<file path="src/rtl/banco_rf_param.sv">
// Parametrised register bank: combinational dual read, clocked single write,
// optional zero register, same-cycle write-to-read bypass and per-register busy scoreboard.
module banco_rf_param #(
  parameter int WIDTH    = 32,
  parameter int DEPTH    = 32,
  parameter int AW       = 5,
  parameter int ZERO_REG = 1,
  parameter int BYPASS   = 1
) (
  input  logic             clk,
  input  logic             rst_n,
  input  logic [AW-1:0]    DL1,
  input  logic [AW-1:0]    DL2,
  output logic [WIDTH-1:0] op1,
  output logic [WIDTH-1:0] op2,
  output logic             ok1,
  output logic             ok2,
  input  logic [AW-1:0]    DE,
  input  logic [WIDTH-1:0] Dato,
  input  logic             WE,
  input  logic             RSV,
  input  logic [AW-1:0]    DR,
  output logic             rsv_stall,
  output logic [DEPTH-1:0] busy
);

  localparam int IW = $clog2(DEPTH);
  localparam logic [31:0] DEPTH_U = 32'(DEPTH);

  logic [WIDTH-1:0] mem [DEPTH];
  logic [DEPTH-1:0] busy_q;
  logic [DEPTH-1:0] busy_d;
  logic             we_v;
  logic             rsv_v;
  logic             rsv_acc;
  logic [IW-1:0]    de_i;
  logic [IW-1:0]    dr_i;
  logic [IW-1:0]    dl1_i;
  logic [IW-1:0]    dl2_i;

  // Out-of-range addresses and the hardwired zero register are inert.
  function automatic logic ignorable(input logic [AW-1:0] a);
    return (32'(a) >= DEPTH_U) || ((ZERO_REG != 0) && (a == '0));
  endfunction

  assign de_i  = DE[IW-1:0];
  assign dr_i  = DR[IW-1:0];
  assign dl1_i = DL1[IW-1:0];
  assign dl2_i = DL2[IW-1:0];

  // Every input is qualified by rst_n so reset forces the idle output values.
  assign we_v      = rst_n && WE && !ignorable(DE);
  assign rsv_v     = rst_n && RSV && !ignorable(DR);
  assign rsv_stall = rsv_v && busy_q[dr_i] && !(we_v && (DE == DR));
  assign rsv_acc   = rsv_v && !rsv_stall;

  // The reserve is applied after the write clear so a new reservation wins.
  always_comb begin
    busy_d = busy_q;
    if (we_v)    busy_d[de_i] = 1'b0;
    if (rsv_acc) busy_d[dr_i] = 1'b1;
  end

  always_ff @(posedge clk or negedge rst_n) begin
    if (!rst_n) begin
      busy_q <= '0;
    end else begin
      busy_q <= busy_d;
    end
  end

  always_ff @(posedge clk or negedge rst_n) begin
    if (!rst_n) begin
      for (int i = 0; i < DEPTH; i++) mem[i] <= '0;
    end else if (we_v) begin
      mem[de_i] <= Dato;
    end
  end

  always_comb begin
    op1 = '0;
    ok1 = 1'b1;
    if (rst_n && !ignorable(DL1)) begin
      if ((BYPASS != 0) && we_v && (DE == DL1)) begin
        op1 = Dato;
      end else begin
        op1 = mem[dl1_i];
        ok1 = !busy_q[dl1_i];
      end
    end
  end

  always_comb begin
    op2 = '0;
    ok2 = 1'b1;
    if (rst_n && !ignorable(DL2)) begin
      if ((BYPASS != 0) && we_v && (DE == DL2)) begin
        op2 = Dato;
      end else begin
        op2 = mem[dl2_i];
        ok2 = !busy_q[dl2_i];
      end
    end
  end

  assign busy = busy_q;

endmodule

</file>
<file path="config.mk">
export PLATFORM = sky130hd
export DESIGN_NAME = banco_rf_param
export DESIGN_NICKNAME = d
export VERILOG_FILES = /design/src/rtl/banco_rf_param.sv
export SDC_FILE = /design/constraint.sdc
export NUM_CORES = 2
export LEC_CHECK = 0
export CAP_MARGIN = 20
export CORE_AREA = 2 2 342 344
export DETAILED_ROUTE_END_ITERATION = 8
export DIE_AREA = 0 0 344 346
export PLACE_DENSITY = 0.65
export SLEW_MARGIN = 20
export SYNTH_ARGS = -nofsm -noshare
export SYNTH_HDL_FRONTEND = slang
export SYNTH_SLANG_ARGS = --single-unit
</file>
<file path="constraint.sdc">
create_clock -name clk -period 6.15 [get_ports clk]
set_input_delay 1.23 -clock clk [delete_from_list [all_inputs] [get_ports clk]]
set_output_delay 1.23 -clock clk [all_outputs]
set_load 0.02 [all_outputs]
</file>
==> flow_summary.toml <==
[yosys]
yosys.area.top_type = "sky130_fd_sc_hd__dfrtp_1"
synth_cells = 4021
synthDominantCellAreaShare_pct = 46.07
yosys-top-cells-count = "sky130_fd_sc_hd__dfrtp_1 (1056), sky130_fd_sc_hd__mux2_1 (993), sky130_fd_sc_hd__mux4_2 (404)"
ys_async_sr_fraction_pct = 100.0
synth-seq-cells = 1056
syn-cell-area_mm2 = 0.05737
synth_edf_count = 0
syn_nets = 4077
ys_warn_count = 0
synth_cell_type_count = 51
ys_top_cells_by_area = "sky130_fd_sc_hd__dfrtp_1 (46%), sky130_fd_sc_hd__mux2_1 (19%), sky130_fd_sc_hd__mux4_2 (16%), sky130_fd_sc_hd__mux2i_1 (5.7%), sky130_fd_sc_hd__a221oi_1 (2.2%)"
synth_seq_area_share_pct = 46.07
post-synth-top-count-cell = "sky130_fd_sc_hd__dfrtp_1"
synth_ff_type = "sky130_fd_sc_hd__dfrtp_1"
syn-mean-instance-area_um2 = 14.27

[die]
die_x_um = 344
initial_core_util_pct = 49.70
floorplan.rows = 125
i_o_pins = 155
die_area_mm2 = 0.1190
core-area_mm2 = 0.1154
die_height_um = 346

[route]
routed_wirelength_um = 181800
route.detailed.wl_per_inst_um = 32.39
post-route-drc-count = 0
postRouteAntennaNets = 0
detail_route.iter0.violations = 3499
via_count = 38050
first_pass_iters = 7
via_per_inst = 6.779

[grt]
grt_pass1_wl_um = 270700
grt_start_max_net_pins = 169
grt.total_usage_pct = 30.85
grt_overflow = 0
grt_antenna_before_repair = 4
first_global_vias = 39120

[timing]
clock.fmax_mhz = 175.5
timing.final.setup_violations = 0
setup_repair_after_global_routing_missed_its_margin = "no"
min_period_over_period_pct = 92.66
fin_setup_tns_ps = 0
slew_headroom_pct = 19.52
hold_ws_ps = 391.6
timing_hold_violations_final = 0
period_minus_slack_ps = 5699
finClkSkew_ps = 4.194
slew_violations = 0
timing_worst_slew_pin_value_ps = 1203

[setup_path]
worstSetupEndpointType = "primary output"
cp-start-kind = "primary input"
cp_required_ps = 4920
critPathMaxFanout = 11
crit_arrival_ps = 4470
setup.worst_path.class = "in2out"

[layout]
layout.area.seq_mm2 = 0.02643
nFillCells = 9352
utilization_pct = 55.97
drive_above_1_share_pct = 20.43
stdcell_area_mm2 = 0.06460
flow.area_growth_from_synthesis_pct = 12.62
layout.nets = 4047
final_cell_count_no_fill = 5613
multi_input_comb_area_mm2 = 0.02905

[clocking]
post_cts_hold_buffer_count = 0
cts_sinks = 1056
cts_tree = "built"
clk_latency_worst_skew_pair_ps = 700
clk_pin_slew_ps = 60
post_cts_resized = 0
ctsHtreeMaxLevel = 3
tritoncts.num_buffers = 115
clock_tree.root_cell = "sky130_fd_sc_hd__clkbuf_16"
clock_path_buffers = 3
cts_setup_buffers = 0

[place]
detailedPlacementHpwl_um = 105300
globalplace.congestion = 0.8643
place.port_buffers = 154
postPlaceCellArea_mm2 = 0.06079
dpl.cell_count = 5398

[power_and_ir_drop]
p_leak_nw = 29.33
power.density_mw_per_mm2 = 291.1
vdd.ir_drop.worst_v = 0.0002422

[status]
status = "finished, final reports clean"

[job]
cap_viol_max_count = 0

[hold_path]
hold_path_class = "reg2reg"
layout make-up:
type | instances | share of cell area [%]
Multi-Input combinational cell | 2472 | 44.96
Sequential cell | 1056 | 40.90
Clock buffer | 181 | 5.384
Timing Repair Buffer | 318 | 5.084
Tap cell | 1524 | 2.952
Clock inverter | 33 | 0.5442
Inverter | 28 | 0.1666
Antenna cell | 1 | 0.003874
worst max-delay path: stages:
cell,delay [ps]
sky130_fd_sc_hd__clkdlybuf4s50_1,710
sky130_fd_sc_hd__xor2_1,190
sky130_fd_sc_hd__o41ai_2,540
sky130_fd_sc_hd__or2_2,450
sky130_fd_sc_hd__buf_4,380
sky130_fd_sc_hd__a21oi_1,100
sky130_fd_sc_hd__a221o_1,310
sky130_fd_sc_hd__clkdlybuf4s50_1,550
logic make-up after synthesis:
kind of cell	Yosys count	synth area share, %
xor gates and xnor gates	15	0.2290
DFF	1056	46.07
muxes	1733	41.24
and+or+nand+nor	188	1.531
buffers and inverters	493	3.808
AOI/OAI and AO/OA	536	7.128
where the power goes:
part           switching, mW  internal, mW  total, mW  leakage, nW
Clock                   2.97          4.04       7.01         1.89
Combinational           1.55          1.70       3.25         13.4
Sequential             0.679          7.86       8.54         14.0
layout by cell type, fill, tap and decap left out, types with 10 or more instances in the layout:
cell                              netlist  layout
sky130_fd_sc_hd__nor2_4                 0      20
sky130_fd_sc_hd__o22ai_1               14      14
sky130_fd_sc_hd__clkbuf_16              0     117
sky130_fd_sc_hd__a22oi_1               57      57
sky130_fd_sc_hd__xnor2_1               11      11
sky130_fd_sc_hd__buf_4                 18     127
sky130_fd_sc_hd__dfrtp_1             1056    1056
sky130_fd_sc_hd__clkdlybuf4s50_1        0     135
sky130_fd_sc_hd__clkbuf_8               0      31
sky130_fd_sc_hd__nand2_1               62      51
sky130_fd_sc_hd__nor2_1                54      35
sky130_fd_sc_hd__mux2_1               993     993
sky130_fd_sc_hd__inv_2                 13      13
sky130_fd_sc_hd__nor3_1                22      22
sky130_fd_sc_hd__clkinv_2               0      22
sky130_fd_sc_hd__a221oi_1             143     143
sky130_fd_sc_hd__inv_1                 14      14
sky130_fd_sc_hd__mux4_2               404     404
sky130_fd_sc_hd__mux2i_1              326     326
sky130_fd_sc_hd__buf_12                 0      42
sky130_fd_sc_hd__a221o_1               31      31
sky130_fd_sc_hd__o221ai_1              15      15
sky130_fd_sc_hd__o211ai_1              50      50
sky130_fd_sc_hd__o21bai_1              31      31
sky130_fd_sc_hd__o21ai_1               25      25
sky130_fd_sc_hd__a22o_1                21      21
sky130_fd_sc_hd__mux2_2                10      10
sky130_fd_sc_hd__a32o_1                33      33
sky130_fd_sc_hd__clkbuf_1             257      33
sky130_fd_sc_hd__a21oi_1              103     103
sky130_fd_sc_hd__nand2_4                0      11
through the flow:
step | setup slack (ps) | total power [mW]
finish | 451.4 | 18.80
global route | 392.4 | 19.55
CTS | 476.6 | 18.89
detailed placement | 481.1 | 11.89
global placement | 493.2 | 11.78
floorplan | 1724 | 10.68
routing by layer:
layer	vias up	track usage [%]	part of all wire, %
met3	369	5.358	6.8
met2	1467	49.30	48
met4	4	10.74	3.6
met1	20620	42.65	42
met5	-	0	0.013
li1	15590	-	-
sequential cells by signal (all words and copies together), names as in the netlist:
signal / count
busy: 32
mem: 1024
worst paths after layout:
| check | start | to | slack (ps) | depth (start not counted) |
|---|---|---|---|---|
| min in group asynchronous | rst_n | busy[4] | 400 | 1 |
| setup / recovery | DE[1] | op2[27] | 450 | 8 |
| hold reg to reg | mem[1002] | mem[1002] | 390 | 0 |
| max in group asynchronous | rst_n | mem[399] | 2900 | 4 |
| setup reg to reg | busy[14] | busy[14] | 3960 | 6 |
| hold / removal | mem[1002] | mem[1002] | 390 | 0 |
Note: power is estimated with default switching activity, not from simulation.
